===== src/rtl/alu_nibble_seq_if.sv =====
// Request/response bus of the nibble-serial ALU sequencer.
// master = requester (register file side), slave = sequencer.
interface alu_nibble_seq_if #(
  parameter int WIDTH = 16
);
  logic             start;
  logic [3:0]       op_s;
  logic             op_m;
  logic [WIDTH-1:0] op_a;
  logic [WIDTH-1:0] op_b;
  logic             carry_in;
  logic             busy;
  logic             done;
  logic [WIDTH-1:0] result;
  logic             carry_out;
  logic             zero;
  logic             overflow;

  modport master (
    output start, op_s, op_m, op_a, op_b, carry_in,
    input  busy, done, result, carry_out, zero, overflow
  );

  modport slave (
    input  start, op_s, op_m, op_a, op_b, carry_in,
    output busy, done, result, carry_out, zero, overflow
  );
endinterface


===== src/rtl/alu_nibble_seq.sv =====
// Nibble-serial sequencer around one 4-bit 74181-style ALU slice.
// Latches an op, feeds the slice one nibble per clock (LSB first), rippling
// carry through carry_reg, then pulses done with result/flags.
// Optional macro ALU_SEQ_OVERFLOW_EN: signed overflow for add/subtract;
// when undefined the overflow output is tied 0.
module alu_nibble_seq #(
  parameter int WIDTH = 16
) (
  input  logic           clk,
  input  logic           rst,
  alu_nibble_seq_if.slave bus,
  output logic [3:0]     alu_s,
  output logic           alu_m,
  output logic [3:0]     alu_a,
  output logic [3:0]     alu_b,
  output logic           alu_cn,
  input  logic [3:0]     alu_f,
  input  logic           alu_cn4
);
  localparam int NIB  = WIDTH / 4;
  localparam int IDXW = (NIB > 1) ? $clog2(NIB) : 1;

  typedef enum logic [1:0] {IDLE, RUN, DONE} state_t;

  typedef struct packed {
    logic [3:0]       s;
    logic             m;
    logic [WIDTH-1:0] a;
    logic [WIDTH-1:0] b;
  } op_t;

  state_t           state;
  op_t              op_q;
  logic [IDXW-1:0]  idx;
  logic             carry_reg;

  logic [WIDTH-1:0] nxt_res;
  logic             carry_nxt;
  logic [IDXW-1:0]  nxt_idx;
  logic             last;

  // Result with the current slice output merged in, and the carry it produces
  always_comb begin
    nxt_res            = bus.result;
    nxt_res[4*idx +: 4] = alu_f;
    carry_nxt          = op_q.m ? 1'b0 : ~alu_cn4;
    nxt_idx            = idx + 1'b1;
    last               = (idx == IDXW'(NIB - 1));
  end

  // Control FSM; every slice input and status output is a register
  always_ff @(posedge clk) begin
    if (rst) begin
      state         <= IDLE;
      op_q          <= '0;
      idx           <= '0;
      carry_reg     <= 1'b0;
      bus.busy      <= 1'b0;
      bus.done      <= 1'b0;
      bus.result    <= '0;
      bus.carry_out <= 1'b0;
      bus.zero      <= 1'b0;
      alu_s         <= 4'd0;
      alu_m         <= 1'b1;
      alu_a         <= 4'd0;
      alu_b         <= 4'd0;
      alu_cn        <= 1'b1;
    end else begin
      case (state)
        IDLE: begin
          if (bus.start) begin
            op_q.s    <= bus.op_s;
            op_q.m    <= bus.op_m;
            op_q.a    <= bus.op_a;
            op_q.b    <= bus.op_b;
            carry_reg <= bus.carry_in;
            idx       <= '0;
            bus.busy  <= 1'b1;
            state     <= RUN;
            // Present nibble 0 to the slice in the first RUN cycle
            alu_s     <= bus.op_s;
            alu_m     <= bus.op_m;
            alu_a     <= bus.op_a[3:0];
            alu_b     <= bus.op_b[3:0];
            alu_cn    <= ~bus.carry_in;
          end
        end
        RUN: begin
          bus.result <= nxt_res;
          carry_reg  <= carry_nxt;
          idx        <= nxt_idx;
          if (last) begin
            // Flags come from the merged final result so they are valid with done
            state         <= DONE;
            bus.busy      <= 1'b0;
            bus.done      <= 1'b1;
            bus.carry_out <= carry_nxt;
            bus.zero      <= (nxt_res == '0);
            alu_s         <= 4'd0;
            alu_m         <= 1'b1;
            alu_a         <= 4'd0;
            alu_b         <= 4'd0;
            alu_cn        <= 1'b1;
          end else begin
            alu_a  <= op_q.a[4*nxt_idx +: 4];
            alu_b  <= op_q.b[4*nxt_idx +: 4];
            alu_cn <= ~carry_nxt;
          end
        end
        DONE: begin
          bus.done <= 1'b0;
          state    <= IDLE;
        end
        default: state <= IDLE;
      endcase
    end
  end

`ifdef ALU_SEQ_OVERFLOW_EN
  logic [WIDTH-1:0] b_eff;
  logic             is_addsub;
  logic             ovf_nxt;

  // Two's-complement overflow: operands agree in sign, result does not
  always_comb begin
    b_eff     = (op_q.s == 4'b0110) ? ~op_q.b : op_q.b;
    is_addsub = ~op_q.m && ((op_q.s == 4'b1001) || (op_q.s == 4'b0110));
    ovf_nxt   = is_addsub && (op_q.a[WIDTH-1] == b_eff[WIDTH-1]) &&
                (nxt_res[WIDTH-1] != op_q.a[WIDTH-1]);
  end

  // Overflow flag register, updated alongside the other flags
  always_ff @(posedge clk) begin
    if (rst)
      bus.overflow <= 1'b0;
    else if (state == RUN && last)
      bus.overflow <= ovf_nxt;
  end
`else
  assign bus.overflow = 1'b0;
`endif

endmodule

===== src/flat_wrapper.sv =====
// flat-port wrapper written by rule: the top's interface ports become plain ports
module alu_nibble_seq_flat 
#(
  parameter int WIDTH = 16
)
  (clk, rst, alu_s, alu_m, alu_a, alu_b, alu_cn, alu_f, alu_cn4, bus_start, bus_op_s, bus_op_m, bus_op_a, bus_op_b, bus_carry_in, bus_busy, bus_done, bus_result, bus_carry_out, bus_zero, bus_overflow);
  alu_nibble_seq_if #(.WIDTH(WIDTH)) bus_i ();
  input  logic clk;
  input  logic rst;
  output logic [3:0] alu_s;
  output logic alu_m;
  output logic [3:0] alu_a;
  output logic [3:0] alu_b;
  output logic alu_cn;
  input  logic [3:0] alu_f;
  input  logic alu_cn4;
  input wire logic [$bits(bus_i.start)-1:0] bus_start;
  input wire logic [$bits(bus_i.op_s)-1:0] bus_op_s;
  input wire logic [$bits(bus_i.op_m)-1:0] bus_op_m;
  input wire logic [$bits(bus_i.op_a)-1:0] bus_op_a;
  input wire logic [$bits(bus_i.op_b)-1:0] bus_op_b;
  input wire logic [$bits(bus_i.carry_in)-1:0] bus_carry_in;
  output wire logic [$bits(bus_i.busy)-1:0] bus_busy;
  output wire logic [$bits(bus_i.done)-1:0] bus_done;
  output wire logic [$bits(bus_i.result)-1:0] bus_result;
  output wire logic [$bits(bus_i.carry_out)-1:0] bus_carry_out;
  output wire logic [$bits(bus_i.zero)-1:0] bus_zero;
  output wire logic [$bits(bus_i.overflow)-1:0] bus_overflow;
  assign bus_i.start = bus_start;
  assign bus_i.op_s = bus_op_s;
  assign bus_i.op_m = bus_op_m;
  assign bus_i.op_a = bus_op_a;
  assign bus_i.op_b = bus_op_b;
  assign bus_i.carry_in = bus_carry_in;
  assign bus_busy = bus_i.busy;
  assign bus_done = bus_i.done;
  assign bus_result = bus_i.result;
  assign bus_carry_out = bus_i.carry_out;
  assign bus_zero = bus_i.zero;
  assign bus_overflow = bus_i.overflow;
  alu_nibble_seq #(.WIDTH(WIDTH)) u_core (.clk(clk), .rst(rst), .bus(bus_i), .alu_s(alu_s), .alu_m(alu_m), .alu_a(alu_a), .alu_b(alu_b), .alu_cn(alu_cn), .alu_f(alu_f), .alu_cn4(alu_cn4));
endmodule

===== config.mk =====
export PLATFORM = sky130hd
export DESIGN_NAME = alu_nibble_seq_flat
export DESIGN_NICKNAME = d
export VERILOG_FILES = /design/src/rtl/alu_nibble_seq_if.sv /design/src/rtl/alu_nibble_seq.sv /design/src/flat_wrapper.sv
export SDC_FILE = /design/constraint.sdc
export NUM_CORES = 1
export LEC_CHECK = 0
export CELL_PAD_IN_SITES_DETAIL_PLACEMENT = 2
export CELL_PAD_IN_SITES_GLOBAL_PLACEMENT = 2
export CORE_MARGIN = 2
export CORE_UTILIZATION = 26
export DETAILED_ROUTE_END_ITERATION = 12
export PLACE_DENSITY = 0.86
export SLEW_MARGIN = 25
export SYNTH_ARGS = -nofsm -noshare
export SYNTH_HDL_FRONTEND = slang
export SYNTH_SLANG_ARGS = --single-unit

===== constraint.sdc =====
create_clock -name clk -period 1.95 [get_ports clk]
set_clock_uncertainty 0.15 [all_clocks]
set_input_delay 0.4875 -clock clk [delete_from_list [all_inputs] [get_ports clk]]
set_output_delay 0.4875 -clock clk [all_outputs]
set_load 0.03 [all_outputs]

==> summary.md, run 1 <==
| Metric | Value |
|---|---|
| Status | `finished, violations left` |
| Violated checks | `negative setup slack` |
| Die width | `115 um` |
| Sw Ratio | `0.267` |
| Reg2Reg Setup Slack | `-0.20 ns` |
| Die H | `115 um` |
| Yosys cell types | `44` |
| Critical path launch point type | `flop` |
| Post-Route WL | `13,300 um` |
| Lkg Pwr | `0.00194 uW` |
| Largest buffer count on any clock path | `2` |
| Ratio of final minimum period to clock period | `1.10` |
| Warnings, synthesis | `0` |
| WHS Endpoint | `u_core.state[1]` |
| Worst r2r dst | `u_core.bus.zero` |
| Clock latency on the worst-skew pair | `0.35 ns` |
| Seq/Total Area, Yosys | `0.446` |
| DRT iter0 DRCs | `157` |
| First-pass GRT wire length | `20,000 um` |
| Synth top area share | `0.446` |
| GR Overflow Total | `0` |
| Worst R2R Start | `u_core.idx[1]` |
| I/O pins | `81` |
| Total CTS buffers | `9` |
| RSZ-0062 raised after global routing | `true` |
| Clock network power share | `0.472` |
| #FFs+latches synth | `71` |
| Core Box Area | `12,000 um2` |
| Max frequency | `0.465 GHz` |
| Synth top cells by count | `nand2_1, dfxtp_1, a21oi_1, nor2_1, a22oi_1` |
| Cell with the most instances after synthesis | `nand2_1` |
| Via/cell ratio | `5.07` |
| Sequential Power Share | `0.360` |
| EDFF count, synth | `0` |
| Clock sinks | `71` |
| Post-route DRC | `0` |
| Avg Cell Area, Syn | `8.95 um2` |
| Antenna cells | `0` |
| Period minus WS final | `2.15 ns` |
| WL/cell | `21.8 um` |
| First-pass iteration count of the detailed router | `4` |
| Area delta synth->final | `47.9%` |
| Final setup viols | `2` |
| Vias in the first global route | `3,509` |
| Synth area leaders | `dfxtp_1, nand2_1, a21oi_1, mux4_2, a22oi_1` |
| Initial antenna violation count | `0` |
| DP Worst Slack | `-0.168 ns` |
| Area leader, netlist | `dfxtp_1` |
| CP Data Arrival Time | `2.27 ns` |
| CTS tree | `built` |
| Root buf cell | `clkbuf_16` |
| Worst reg2reg path depth | `8` |
| DP HPWL | `8010 um` |
| Share of layout cells above drive strength 1 | `0.205` |
| Maxcap violations | `0` |
| DR vias | `3,094` |
| Row cnt | `40` |
| Final hold vios | `0` |
| Worst hold path depth | `2` |
| Final Worst Setup Slack | `-0.200 ns` |
| Worst Setup End Kind | `flop` |
| Initial core utilization | `0.266` |
| Hold_sp | `rst` |
| DP Cell Count | `590` |
| Share of flip-flops with an asynchronous set or reset | `0` |
| Full die area | `13,200 um2` |
| Util after Layout | `0.394` |
| Crit Path Class | `reg -> reg` |
| VDD IR-drop max | `0.393 mV` |
| Largest net degree at the start of global routing | `37` |
| Final cell count without fillers | `610` |
| GP Congestion | `0.864` |
| Mapped Nets | `408` |
| Post-route ant nets | `0` |
| Critical path peak fanout | `4` |
| Mapped Cells | `356` |
| Setup TNS | `-0.207 ns` |
| CP required | `2.07 ns` |
| Buffers added on ports | `79` |
| Post-Syn Area | `3190 um2` |
| Fin area | `4710 um2` |
| # nets final | `510` |
| Pwr dens | `940 nW/um2` |
| H-tree depth | `3` |
| Sw power | `1180 uW` |
| CTS clk-pin slew, worst paths | `0.06 ns` |
| Area post-placement | `4230 um2` |
| Main synth FF type | `dfxtp_1` |
| Total track usage | `0.202` |
| Hold Crit Class | `in -> reg` |
| Comb power frac | `0.168` |
| Pins Over Slew Limit | `0` |
| Internal | `3240 uW` |
[logic make-up (layout without fill, tap and decap cells)]
group | count (synthesis) | in the layout | synth area share
compound gates | 89 | 89 | 0.175
fa+ha+maj | 6 | 6 | 0.0236
buf+inv | 33 | 140 | 0.0707
flops | 71 | 71 | 0.446
mux | 8 | 8 | 0.0566
other cells | 1 | 1 | 0.00118
simple gates | 148 | 148 | 0.227
[area by class of cell]
class                           count  area [um2]
Timing Repair Buffer              118        1070
Multi-Input combinational cell    252        1640
Clock inverter                      7         145
Sequential cell                    71        1420
Clock buffer                        9         225
Tap cell                          147         184
Fill cell                        1305        7250
Inverter                            6        25.0
[state kept, by name, indices dropped and copies added (netlist names)]
| signal | count |
|---|---|
| u_core.op_q | 33 |
| u_core.bus.result | 16 |
| u_core.alu_a | 4 |
| u_core.alu_b | 4 |
| u_core.alu_s | 4 |
| u_core.idx | 2 |
| u_core.state | 2 |
| u_core.alu_cn | 1 |
| u_core.alu_m | 1 |
| u_core.bus.busy | 1 |
| u_core.bus.carry_out | 1 |
| u_core.bus.done | 1 |
| u_core.bus.zero | 1 |
[power by group through the flow]
stage	Combinational, uW	Sequential, uW	Clock (uW)
2_1_floorplan	340	1670	0
3_3_place_gp	667	1610	0
3_5_place_dp	698	1620	0
4_1_cts	716	1590	2110
5_1_grt	797	1600	2180
6_report	743	1590	2090
[worst max-delay path, cell delays in order (launching register included)]
cell and delay [ns]:
dfxtp_2 0.36, buf_4 0.11, buf_4 0.13, ha_2 0.22, nand3b_1 0.14, nor2_2 0.20
nor4b_4 0.33, nand4_1 0.22, o21ai_2 0.20
[per-layer routing]
metal  wire, um  vias up  global-route usage
met1       5390     1565               0.225
met4        237        0              0.0675
li1           -     1446                   -
met3        430       19              0.0476
met2       7240       64               0.376
met5          0        -                   0
[layout by cell type, fill, tap and decap left out, types with 7 or more instances in the layout]
cell             Yosys  final
a311oi_1             8      7
mux4_2               8      8
dlygate4sd2_1        0     34
nor2_1              31     31
a21oi_1             47     44
a22oi_1             17     16
buf_4                5     34
clkbuf_16            0      9
clkdlybuf4s50_1      0     44
nand2_1             84     83
dfxtp_1             71     69
[worst max path at each step]
stage                              from                     to  slack [ns]  cells after the start
final                     u_core.idx[1]        u_core.bus.zero       -0.20                      8
after global routing      u_core.idx[0]        u_core.bus.zero       -0.26                      7
after CTS                 u_core.idx[1]  u_core.bus.result[15]       -0.08                      8
after detailed placement      bus_start        u_core.alu_a[0]       -0.17                      6
after global placement        bus_start        u_core.op_q[29]        -0.1                      6
after floorplan           u_core.idx[0]        u_core.bus.zero       0.006                      9
[metrics by stage]
stage | power (uW) | hold WS, ns
finish | 4430 | 0.236
global route | 4580 | 0.237
CTS | 4410 | 0.214
detailed placement | 2320 | 0.303
global placement | 2280 | 0.289
floorplan | 2010 | 0.283
[repair_timing]
item,CTS,global route
hold buffers,0,0
resized for setup,45,16
buffers inserted,4,0
setup endpoints to repair,49,13
pin swaps,7,4
No activity file was read; power rests on OpenSTA's default activity.
==> run 2: changes to the inputs <==
Settings changed: ABC_AREA set to 1, CORE_UTILIZATION 26 to 24.
==> run 2 against run 1 <==
  * Via count increased by 11%
  * The flow still finishes with violations (negative setup slack)
  * First-iteration DRC count is 21% lower
  * Hold slack better by 0.072 ns
  * Cell count increased by 20%
  * Combinational power grew 24%
  * Critical path depth is 3 higher
  * Die area rose by 12%
  * Synthesized cell count up 32%
  * Total power down 6.5%
  * Fmax rose by 7.2%
  * Largest cell class unchanged
==> summary.md, run 2 <==
| Metric | Value |
|---|---|
| Post-route DRC | `0` |
| Comb power frac | `0.224` |
| Die width | `121 um` |
| Lkg Pwr | `0.00206 uW` |
| Final Worst Setup Slack | `-0.0552 ns` |
| Hold Crit Class | `reg -> reg` |
| Root buf cell | `clkbuf_16` |
| Via/cell ratio | `4.70` |
| Buffers added on ports | `79` |
| #FFs+latches synth | `71` |
| Number of flip-flops in the largest register | `33` |
| Top reg by flops | `u_core.op_q` |
| Clock sinks | `71` |
| Clock latency on the worst-skew pair | `0.33 ns` |
| Seq/Total Area, Yosys | `0.430` |
| WL/cell | `17.4 um` |
| EDFF count, synth | `0` |
| Total CTS buffers | `9` |
| Sw Ratio | `0.321` |
| VDD IR-drop max | `0.478 mV` |
| Antenna cells | `0` |
| Share of flip-flops with an asynchronous set or reset | `0` |
| Synth top cells by count | `nor2_1, dfxtp_1, o21ai_0, a21oi_1, nand2_1` |
| Max frequency | `0.499 GHz` |
| Yosys cell types | `26` |
| Cell with the most instances after synthesis | `nor2_1` |
| # fillers | `1,565` |
| Area delta synth->final | `38.5%` |
| Main synth FF type | `dfxtp_1` |
| H-tree depth | `3` |
| Area leader, netlist | `dfxtp_1` |
| Worst hold path depth | `2` |
| Sequential Power Share | `0.398` |
| CTS tree | `built` |
| Worst reg2reg path depth | `11` |
| Commonest non-fill, non-tap cell in the layout | `nor2_1` |
| Period minus WS final | `2.01 ns` |
| Pins Over Slew Limit | `0` |
| DRT iter0 DRCs | `124` |
| Final hold vios | `0` |
| Biggest regs | `u_core.op_q (33), u_core.bus.result (16)` |
| Worst Setup End Kind | `flop` |
| GR Overflow Total | `0` |
| I/O pins | `81` |
| Status | `finished, violations left` |
| Row cnt | `42` |
| Initial core utilization | `0.247` |
| Largest net degree at the start of global routing | `52` |
| Synth top area share | `0.430` |
| Critical path peak fanout | `6` |
| Die H | `121 um` |
| Initial antenna violation count | `0` |
| Full die area | `14,700 um2` |
| Vias in the first global route | `3,855` |
| Maxcap violations | `0` |
| CP required | `2.07 ns` |
| Post-Syn Area | `3300 um2` |
| Largest buffer count on any clock path | `2` |
| CP Data Arrival Time | `2.13 ns` |
| Clock network power share | `0.379` |
| Critical path launch point type | `flop` |
| Warnings, synthesis | `0` |
| Final setup viols | `1` |
| Most frequent cells in the layout | `nor2_1, dfxtp_1, o21ai_0, a21oi_1, nand2_1` |
| Pwr dens | `905 nW/um2` |
| Avg Cell Area, Syn | `7.03 um2` |
| DP HPWL | `8710 um` |
| Sw power | `1330 uW` |
| Synth area leaders | `dfxtp_1, o21ai_0, nor2_1, a21oi_1, nand2_1` |
| Crit Path Class | `reg -> reg` |
| Internal | `2810 uW` |
| CTS clk-pin slew, worst paths | `0.06 ns` |
| Mapped Cells | `470` |
| Post-route ant nets | `0` |
| First-pass GRT wire length | `20,500 um` |
| Util after Layout | `0.343` |
| Final Hold Slack | `0.309 ns` |
| Core Box Area | `13,300 um2` |
| Share of layout cells above drive strength 1 | `0.0880` |
| # nets final | `604` |
| Hold-fix buffers, CTS | `0` |
| Violated checks | `negative setup slack` |
| DP Worst Slack | `-0.0761 ns` |
| Total track usage | `0.179` |
| First-pass iteration count of the detailed router | `4` |
| Post-Route WL | `12,800 um` |
| Ratio of final minimum period to clock period | `1.03` |
| RSZ-0062 raised after global routing | `true` |
| Setup TNS | `-0.0552 ns` |
| Fin area | `4580 um2` |
| GP Congestion | `0.827` |
| Mapped Nets | `522` |
| Area post-placement | `4310 um2` |
| DR vias | `3,447` |
-- run 2: worst max-delay path, cell delays in order, from the launching register on --
cell	delay, ns
dfxtp_2	0.32
inv_1	0.16
ha_4	0.26
inv_1	0.16
nor2_4	0.07
nand3_1	0.09
nand2_1	0.11
nor2_1	0.18
nand2_1	0.11
nor2_1	0.11
nand2_1	0.09
a21oi_2	0.14
-- run 2: final timing paths --
| path | slack (ns) | end | from |
|---|---|---|---|
| worst min register to register | 0.31 | u_core.op_q[1] | u_core.op_q[1] |
| worst max-delay path | -0.06 | u_core.bus.zero | u_core.idx[0] |
| worst max register to register | -0.06 | u_core.bus.zero | u_core.idx[0] |
| worst min-delay path | 0.31 | u_core.op_q[1] | u_core.op_q[1] |
-- run 2: cells by family (layout without fill, tap and decap cells) --
kind of cell | after synthesis | after routing | synth area share
flip-flops | 71 | 71 | 0.430
buffers and inverters | 83 | 170 | 0.111
AND/OR/NAND/NOR | 164 | 164 | 0.203
AO/OA/AOI/OAI | 145 | 145 | 0.232
other | 1 | 1 | 0.00114
adder cells (fa/ha/maj) | 6 | 6 | 0.0227
-- run 2: through the flow --
stage	power (uW)	instances
after global routing	4340	733
after detailed placement	2610	717
after CTS	4150	733
final	4140	733
after floorplan	2220	470
after global placement	2560	717
-- run 2: what timing repair did --
action / in CTS / in global routing
cloned: 0 / 0
endpoints found under the hold margin: 0 / 0
buffers inserted: 0 / 0
setup endpoints to repair: 35 / 7
resized for setup: 38 / 4
pin swaps: 0 / 1
-- run 2: power groups by stage --
stage / clock network [uW] / registers (uW) / logic [uW]
after CTS: 1580 / 1650 / 920
final: 1570 / 1650 / 925
after floorplan: 0 / 1770 / 443
after detailed placement: 0 / 1680 / 929
after global placement: 0 / 1670 / 890
after global routing: 1650 / 1660 / 1030
-- run 2: cell type report --
type	count	area [um2]	area share
clock buffers	12	246	0.0539
clock inverters	4	30.0	0.00656
inverters	57	215	0.0470
multi-input cells	316	1540	0.337
flip-flops and latches	71	1420	0.311
well taps	176	220	0.0481
repair buffers	97	900	0.197
-- run 2: routing by layer --
metal | global-route usage | vias up | share of wire
met3 | 0.0277 | 17 | 0.034
met1 | 0.228 | 1689 | 0.46
li1 | - | 1678 | -
met4 | 0.0618 | 0 | 0.017
met2 | 0.305 | 63 | 0.48
met5 | 0 | - | 0
